<file path="config.mk">
export PLATFORM = sky130hd
export DESIGN_NAME = train_limit_regulator
export DESIGN_NICKNAME = d
export VERILOG_FILES = /design/src/rtl/train_balancer_pkg.sv /design/src/rtl/train_event_detector.sv /design/src/rtl/train_limit_regulator.sv
export SDC_FILE = /design/constraint.sdc
export NUM_CORES = 1
export LEC_CHECK = 0
export CAP_MARGIN = 15
export CELL_PAD_IN_SITES_DETAIL_PLACEMENT = 0
export CELL_PAD_IN_SITES_GLOBAL_PLACEMENT = 1
export CORE_MARGIN = 2
export CORE_UTILIZATION = 36
export CTS_BUF_LIST = sky130_fd_sc_hd__clkbuf_8
export DETAILED_ROUTE_END_ITERATION = 6
export PLACE_DENSITY = 0.81
export REMOVE_ABC_BUFFERS = 1
export SLEW_MARGIN = 20
export SYNTH_ARGS = -nofsm -noshare
export SYNTH_HDL_FRONTEND = slang
export SYNTH_SLANG_ARGS = --single-unit
export TNS_END_PERCENT = 100
</file>
<file path="constraint.sdc">
create_clock -name clk -period 6.15 [get_ports clk]
set_input_delay 1.23 -clock clk [delete_from_list [all_inputs] [get_ports clk]]
set_output_delay 1.23 -clock clk [all_outputs]
set_load 0.01 [all_outputs]
</file>
<file path="src/rtl/train_balancer_pkg.sv">
// Shared types and constants for the train balancing blocks (station regulator,
// event detection and the future pickup station).
package train_balancer_pkg;

    localparam int SIG_W = 32;

    typedef logic signed [SIG_W-1:0] sig_t;

    typedef enum logic [0:0] {
        IDLE = 1'b0,
        HOLD = 1'b1
    } reg_state_e;

endpackage

</file>
<file path="src/rtl/train_event_detector.sv">
// Counts train arrivals and departures from the registered train-stop T signal.
// A direct swap of one train ID for another counts as both events.
module train_event_detector
    import train_balancer_pkg::*;
#(
    parameter int CW = 16
) (
    input  logic          clk,
    input  logic          rst,
    input  sig_t          t,
    output logic [CW-1:0] arr,
    output logic [CW-1:0] dep
);

    sig_t          t_prev_r;
    logic [CW-1:0] arr_r;
    logic [CW-1:0] dep_r;
    logic          changed_s;
    logic          arr_inc_s;
    logic          dep_inc_s;

    // Edge classification of the current T against the previous sample
    always_comb begin
        changed_s = 1'b0;
        arr_inc_s = 1'b0;
        dep_inc_s = 1'b0;
        if (t != t_prev_r) begin
            changed_s = 1'b1;
            arr_inc_s = (t != 32'sd0);
            dep_inc_s = (t_prev_r != 32'sd0);
        end else begin
            changed_s = 1'b0;
        end
    end

    // Previous-sample register and wrapping event counters
    always_ff @(posedge clk) begin
        if (rst) begin
            t_prev_r <= 32'sd0;
            arr_r    <= {CW{1'b0}};
            dep_r    <= {CW{1'b0}};
        end else begin
            t_prev_r <= t;
            if (changed_s && arr_inc_s) begin
                arr_r <= arr_r + CW'(1);
            end else begin
                arr_r <= arr_r;
            end
            if (changed_s && dep_inc_s) begin
                dep_r <= dep_r + CW'(1);
            end else begin
                dep_r <= dep_r;
            end
        end
    end

    assign arr = arr_r;
    assign dep = dep_r;

endmodule

</file>
<file path="src/rtl/train_limit_regulator.sv">
// Rate-limited, hysteresis-filtered train limit for a dropoff station, with a
// fast shut-off path and arrival/departure counting.
module train_limit_regulator #(
    parameter int Q    = 3,
    parameter int HOLD = 60,
    parameter int CW   = 16,
    parameter int INT  = 31
) (
    input  logic          clk,
    input  logic          rst,
    input  logic [INT:0]  l,
    input  logic [INT:0]  c,
    input  logic [INT:0]  t,
    output logic [INT:0]  k,
    output logic          busy,
    output logic [CW-1:0] arr,
    output logic [CW-1:0] dep,
    output logic          ovr
);

    import train_balancer_pkg::sig_t;

    localparam int KW = $clog2(Q + 1);
    localparam int TW = (HOLD > 1) ? $clog2(HOLD) : 1;

    localparam logic [KW-1:0]       K_MAX    = KW'(Q);
    localparam logic [TW-1:0]       T_LOAD   = TW'(HOLD - 1);
    localparam logic signed [INT:0] Q_S      = $signed((INT + 1)'(Q));
    localparam logic [0:0]          ST_IDLE  = train_balancer_pkg::IDLE;
    localparam logic [0:0]          ST_HOLD  = train_balancer_pkg::HOLD;

    logic signed [INT:0] l_r;
    logic signed [INT:0] c_r;
    sig_t                t_r;
    logic [0:0]          state_r;
    logic [TW-1:0]       timer_r;
    logic [KW-1:0]       k_r;
    logic                busy_r;
    logic                ovr_r;

    logic [KW-1:0]       tgt_s;
    logic signed [INT:0] k_ext_s;
    logic                step_s;
    logic [0:0]          state_n_s;
    logic [TW-1:0]       timer_n_s;
    logic [KW-1:0]       k_n_s;

    // Clamp the registered request into the drivable range 0..Q
    always_comb begin
        tgt_s = {KW{1'b0}};
        if (l_r[INT]) begin
            tgt_s = {KW{1'b0}};
        end else if (l_r > Q_S) begin
            tgt_s = K_MAX;
        end else begin
            tgt_s = l_r[KW-1:0];
        end
    end

    assign k_ext_s = $signed({{(INT + 1 - KW){1'b0}}, k_r});

    // The last hold cycle doubles as a decision cycle, so steps are HOLD ticks apart
    assign step_s = (state_r == ST_IDLE) || (timer_r == {TW{1'b0}});

    // Next-state decision: shut-off first, then the hold countdown, then stepping
    always_comb begin
        state_n_s = state_r;
        timer_n_s = timer_r;
        k_n_s     = k_r;
        if ((tgt_s == {KW{1'b0}}) && (k_r != {KW{1'b0}})) begin
            k_n_s     = {KW{1'b0}};
            state_n_s = ST_IDLE;
            timer_n_s = {TW{1'b0}};
        end else if (!step_s) begin
            timer_n_s = timer_r - TW'(1);
        end else if (tgt_s > k_r) begin
            k_n_s     = k_r + KW'(1);
            state_n_s = ST_HOLD;
            timer_n_s = T_LOAD;
        end else if (tgt_s < k_r) begin
            k_n_s     = k_r - KW'(1);
            state_n_s = ST_HOLD;
            timer_n_s = T_LOAD;
        end else begin
            state_n_s = ST_IDLE;
            timer_n_s = {TW{1'b0}};
        end
    end

    // Input stage, limit FSM state and registered status outputs
    always_ff @(posedge clk) begin
        if (rst) begin
            l_r     <= {(INT + 1){1'b0}};
            c_r     <= {(INT + 1){1'b0}};
            t_r     <= 32'sd0;
            state_r <= ST_IDLE;
            timer_r <= {TW{1'b0}};
            k_r     <= {KW{1'b0}};
            busy_r  <= 1'b0;
            ovr_r   <= 1'b0;
        end else begin
            l_r     <= $signed(l);
            c_r     <= $signed(c);
            t_r     <= $signed(t);
            state_r <= state_n_s;
            timer_r <= timer_n_s;
            k_r     <= k_n_s;
            busy_r  <= (state_n_s == ST_HOLD);
            if ((state_r == ST_IDLE) && (c_r > k_ext_s)) begin
                ovr_r <= 1'b1;
            end else begin
                ovr_r <= ovr_r;
            end
        end
    end

    train_event_detector #(
        .CW (CW)
    ) u_event_detector (
        .clk (clk),
        .rst (rst),
        .t   (t_r),
        .arr (arr),
        .dep (dep)
    );

    assign k    = {{(INT + 1 - KW){1'b0}}, k_r};
    assign busy = busy_r;
    assign ovr  = ovr_r;

endmodule
</file>
==> results of run 1 <==
==> power breakdown <==
group	total [W]	switching, W	internal, W
combinational	0.000322	0.000143	0.000179
sequential	0.00123	0.0000557	0.00118
clock	0.000808	0.000377	0.000431
==> path summary, 6_finish.rpt <==
path	start	to	slack, ps
hold reg to reg	timer_r[0]	timer_r[0]	470
setup reg to reg	t_r[16]	u_event_detector.arr[4]	3390
setup / recovery	t_r[16]	u_event_detector.arr[4]	3390
hold / removal	timer_r[0]	timer_r[0]	470
==> area by class of cell <==
| class | count | share of cell area |
|---|---|---|
| clock inverters | 10 | 0.0170 |
| multi-input cells | 419 | 0.331 |
| flip-flops and latches | 170 | 0.413 |
| inverters | 20 | 0.00911 |
| well taps | 225 | 0.0342 |
| repair buffers | 134 | 0.162 |
| clock buffers | 20 | 0.0334 |
==> per-layer routing <==
metal  GRT usage  part of all wire  vias up
met5           0                 0        -
met3      0.0570             0.074       12
met2       0.257              0.49      120
li1            -                 -     2326
met1       0.164              0.42     2173
met4      0.0458             0.012        0
==> sequential cells by signal (all words and copies together), names as in the netlist <==
signal and flops:
c_r 32, l_r 32, t_r 32, u_event_detector.t_prev_r 32, u_event_detector.arr 16, u_event_detector.dep 16, timer_r 6, k_r 2
busy 1, ovr 1
==> layout by cell type, fill, tap and decap left out, types with 3 or more instances in the layout <==
| cell | synthesis | final |
|---|---|---|
| a41o_1 | 3 | 3 |
| xor2_1 | 4 | 4 |
| a311oi_1 | 3 | 3 |
| a211oi_1 | 3 | 3 |
| nor2b_1 | 133 | 133 |
| o21ai_0 | 3 | 3 |
| clkbuf_8 | 0 | 20 |
| a31o_2 | 6 | 6 |
| xnor2_1 | 48 | 48 |
| and3_1 | 5 | 5 |
| bufinv_16 | 0 | 3 |
| nand2_1 | 6 | 6 |
| nor3_1 | 6 | 6 |
| a21oi_1 | 20 | 20 |
| inv_1 | 20 | 21 |
| clkdlybuf4s50_1 | 0 | 132 |
| nand3_1 | 5 | 5 |
| dfxtp_1 | 170 | 170 |
| nor4_1 | 30 | 30 |
| nor2_1 | 43 | 43 |
| ha_1 | 7 | 7 |
| nand4_1 | 26 | 26 |
| mux2_2 | 5 | 5 |
| conb_1 | 1 | 30 |
| and2_1 | 4 | 4 |
| nand2b_1 | 3 | 3 |
==> cell families (layout without fill, tap and decap cells) <==
group / after synthesis / in the layout / synth area share
flops: 170 / 170 / 0.530
mux: 9 / 9 / 0.0160
fa+ha+maj: 7 / 7 / 0.0136
simple gates: 269 / 269 / 0.248
xor+xnor: 52 / 52 / 0.0709
compound gates: 52 / 52 / 0.0592
other cells: 1 / 30 / 0.000584
buf+inv: 73 / 184 / 0.0621
==> worst max-delay path, cell delays in order, from the launching register on <==
cell	delay, ps
dfxtp_1	350
xnor2_1	230
nand4_1	180
nor4_4	860
a21oi_1	540
a311oi_1	410
a41o_1	140
==> metrics by stage <==
stage	utilization	setup slack, ps	std cells	cell area (µm²)
floorplan	-	4040	609	6210
global placement	0.451	2980	968	7830
detailed placement	0.451	2920	968	7830
CTS	0.475	3360	998	8240
global route	0.475	3170	998	8240
finish	0.475	3390	998	8240
==> flow_summary_export.csv, run 1 <==
group,metric,value,unit
status,status,"completed",
power,peakVddDrop,191,µV
setup_path,path_class,"reg2reg",
floorplanning,rows,48,
clocking,clock_latency,440,ps
grt,overflow,0,
sta,holdWs,468,ps
drt,ant_nets,0,
floorplanning,start_util,0.370,
logic_synthesis,synthCells,633,
finish,seqCellArea,3400,µm²
drt,dr_total_vias,4631,
floorplanning,dieArea,18900,µm²
setup_path,cp.arrival,3150,ps
sta,rsz0062_at_grt,"no",
drt,viasPerCell,4.64,
logic_synthesis,synth_edf_count,0,
place,dp_hpwl,10000,µm
finish,fill_cells,1615,
floorplanning,die_x,138,µm
logic_synthesis,synth_top_area_frac,0.530,
clocking,root_buffer,"clkbuf_8",
power,p_per_area,287,nW/µm²
logic_synthesis,yosysMostFrequentCell,"dfxtp_1",
sta,finalCriticalPeriod,2760,ps
finish,multiInputGateArea,2730,µm²
clocking,tritoncts,"built",
logic_synthesis,synth_cell_types,48,
grt,grt_pass1_vias,4605,
worst_hold_path,hp-class,"reg2reg",
grt,antenna_found_initial,0,
clocking,post-cts-setup-buffers,0,
clocking,clk_path_buf_depth,2,
sta,fin_skew,12.2,ps
sta,final-setup-viol-count,0,
logic_synthesis,syn_area,6420,µm²
finish,final_nets,867,
place,portBuffers,133,
floorplanning,io_pins,164,
logic_synthesis,synth_ff_type,"dfxtp_1",
sta,slew_headroom,0.300,
logic_synthesis,ys_ff_latch,170,
drt,wl_per_cell,13.7,µm
drt,drt-total-wl,13700,µm
sta,tightest_slew,1050,ps
setup_path,crit_fanout,15,
finish,drive_gt1_frac,0.0634,
logic_synthesis,syn-mean-instance-area,10.1,µm²
logic_synthesis,synthArstFlopShare,0,
logic_synthesis,yosys_warnings,0,
flow_run,cap_viol_max_count,0,
finish,diodes,0,
logic_synthesis,ys_seq_area_frac,0.530,
power,leakage,3.05,nW
grt,grt_max_degree,105,
sta,finalCritPeriodShare,0.449,
drt,drc,0,
grt,grt_pass1_wl,21400,µm
setup_path,end_kind,"flip-flop",
logic_synthesis,yosys.area.top_type,"dfxtp_1",
floorplanning,die_h,138,µm
sta,hold_viol,0,
drt,first_pass_iters,4,
logic_synthesis,synth_common_cells,"dfxtp_1, nor2b_1, xnor2_1, nor2_1, buf_4",
sta,fmax,0.362,GHz
clocking,cts_sinks,170,
worst_hold_path,hold_depth,1,
clocking,postCtsResizedCells,0,
sta,tns,0,ps
clocking,htreeDepth,4,
clocking,hold_buffers,0,
drt,drt_iter0_markers,131,
power,p_total,0.00236,W
logic_synthesis,netlist_top_cells_area,"dfxtp_1, nor2b_1, xnor2_1",
setup_path,cp-start-kind,"flip-flop",
grt,grt_usage,0.147,
setup_path,crit_required,6540,ps
place,place_congestion,0.815,
clocking,cts_buffers,17,
setup_path,r2r_cells,6,
clocking,cts.clk_slew.worst_paths,90,ps
finish,syn_to_final_growth,28.3,%
floorplanning,core_area,17400,µm²
sta,finalMaxSlewViolations,0,
No activity file was read; power rests on OpenSTA's default activity.
==> run 2: changes to the inputs <==
--- a/config.mk
+++ b/config.mk
@@ -9,10 +9,10 @@
 export CELL_PAD_IN_SITES_DETAIL_PLACEMENT = 0
 export CELL_PAD_IN_SITES_GLOBAL_PLACEMENT = 1
 export CORE_MARGIN = 2
-export CORE_UTILIZATION = 36
+export CORE_UTILIZATION = 35
 export CTS_BUF_LIST = sky130_fd_sc_hd__clkbuf_8
 export DETAILED_ROUTE_END_ITERATION = 6
-export PLACE_DENSITY = 0.81
+export PLACE_DENSITY = 0.83
 export REMOVE_ABC_BUFFERS = 1
 export SLEW_MARGIN = 20
 export SYNTH_ARGS = -nofsm -noshare
==> constraint.sdc (replaced) <==
create_clock -name clk -period 2.28 [get_ports clk]
set_input_delay 0.456 -clock clk [delete_from_list [all_inputs] [get_ports clk]]
set_output_delay 0.456 -clock clk [all_outputs]
set_load 0.01 [all_outputs]
==> flow_summary_export.csv, run 2 (same netlist as run 1, synthesis figures left out) <==
group,metric,value,unit
finish,final_nets,881,
status,status,"completed",
floorplanning,core_area,18000,µm²
finish,final_common_cell,"dfxtp_1",
place,post-place-cells,985,
finish,postLayoutCellArea,8390,µm²
setup_path,cp-start-kind,"flip-flop",
clocking,clk_path_buf_depth,2,
setup_path,crit_required,2670,ps
sta,finalMaxSlewViolations,0,
grt,grt_max_degree,68,
floorplanning,dieArea,19400,µm²
clocking,cts.clk_slew.worst_paths,90,ps
setup_path,path_class,"reg2reg",
place,place_congestion,0.773,
power,peakVddDrop,370,µV
setup_path,end_kind,"flip-flop",
clocking,root_buffer,"clkbuf_8",
sta,slew_headroom,0.582,
sta,fmax,0.451,GHz
grt,antenna_found_initial,0,
worst_hold_path,hp-class,"in2reg",
drt,drt_iter0_markers,201,
sta,hold_viol,0,
sta,final-setup-viol-count,0,
drt,ant_nets,0,
grt,grt_pass1_wl,21900,µm
floorplanning,rows,49,
floorplanning,start_util,0.358,
floorplanning,die_x,139,µm
power,p_per_area,754,nW/µm²
floorplanning,io_pins,164,
sta,finalCriticalPeriod,2220,ps
drt,wl_per_cell,13.0,µm
grt,overflow,0,
sta,rsz0062_at_grt,"yes",
worst_hold_path,min_to,"u_event_detector.dep[12]",
setup_path,regToRegStartpoint,"l_r[11]",
finish,diodes,0,
floorplanning,die_h,139,µm
setup_path,rrSetupSlack,60,ps
setup_path,r2r_cells,9,
place,place_area,7940,µm²
drt,dr_total_vias,4560,
power,leakage,3.13,nW
clocking,cts_buffers,17,
drt,first_pass_iters,4,
clocking,hold_buffers,0,
finish,fin_cells,1018,
drt,drt-total-wl,13300,µm
grt,grt_usage,0.141,
finish,drive_gt1_frac,0.0951,
setup_path,slowest_delay,340,ps
finish,syn_to_final_growth,30.7,%
setup_path,crit_fanout,3,
sta,fin_skew,8.48,ps
worst_hold_path,hp-start,"rst",
finish,final_cell_mix,"dfxtp_1, nor2b_1, clkdlybuf4s50_1",
worst_hold_path,hold_depth,2,
clocking,htreeDepth,4,
setup_path,path_cells,"nor4_4 -> nand4_1 -> o31ai_2 -> ha_2 -> inv_2 -> o211ai_1 -> nand2b_1 -> or3_1 -> a21oi_1",
clocking,clock_latency,450,ps
place,portBuffers,133,
place,dp_hpwl,9940,µm
setup_path,rr_endpoint,"k_r[1]",
setup_path,startpoint,"l_r[11]",
sta,finalCritPeriodShare,0.972,
setup_path,cp.arrival,2610,ps
setup_path,cpMaxStageDelayCell,"dfxtp_2",
drt,drc,0,
sta,tightest_slew,612,ps
grt,grt_pass1_vias,4487,
flow_run,cap_viol_max_count,0,
clocking,tritoncts,"built",
drt,viasPerCell,4.48,
clocking,cts_sinks,170,
## run 2: critical path: cells and delay by family, from the launching register on
| family | cells | cell delay, ps |
|---|---|---|
| buf+inv | 1 | 30 |
| compound gates | 3 | 610 |
| flops | 1 | 340 |
| simple gates | 4 | 960 |
| fa+ha+maj | 1 | 210 |
## run 2: metrics by stage
stage / hold WS, ps / worst slack, ps / power (W) / util / setup TNS, ps
CTS: 318 / 53.6 / 0.00639 / 0.464 / 0
floorplan: 433 / 168 / 0.00385 / - / 0
global route: 330 / -107 / 0.00667 / 0.467 / -492
finish: 347 / 64.7 / 0.00632 / 0.467 / 0
global placement: 451 / 136 / 0.00425 / 0.442 / 0
detailed placement: 451 / 58.0 / 0.00426 / 0.442 / 0
## run 2: how the worst max path moves through the flow
stage                              endpoint  slack, ps  cells after the start
finish                               k_r[1]         60                      9
global route                         k_r[1]       -110                      9
CTS                                  k_r[1]         50                      9
detailed placement                   k_r[1]         60                      9
global placement                     k_r[1]        140                      9
floorplan           u_event_detector.arr[4]        170                      6
## run 2: layout make-up
cell class,instances,area [µm²]
clock inverters,14,146
clock buffers,18,248
fillers,1740,9570
well taps,229,287
inverters,20,75.1
flip-flops and latches,170,3410
multi-input cells,419,2780
repair buffers,148,1450
## run 2: timing repair
| item | 4_1_cts | 5_1_grt |
|---|---|---|
| setup endpoints to repair | 0 | 9 |
| buffers inserted | 0 | 1 |
| gates resized for setup | 0 | 11 |
## run 2: power breakdown
group	internal, W	leakage [nW]	switching (W)	total [W]
combinational	0.000506	1.52	0.000387	0.000893
sequential	0.00317	1.41	0.000152	0.00332
clock	0.000939	0.197	0.00117	0.00211
total	0.00462	3.13	0.00171	0.00632
## run 2: per-layer routing
layer  part of all wire  up-vias  GRT usage
met5                  0        -          0
met4              0.015        0     0.0510
met3              0.036       16     0.0354
met2               0.47       98      0.232
met1               0.48     2075      0.179
li1                   -     2371          -
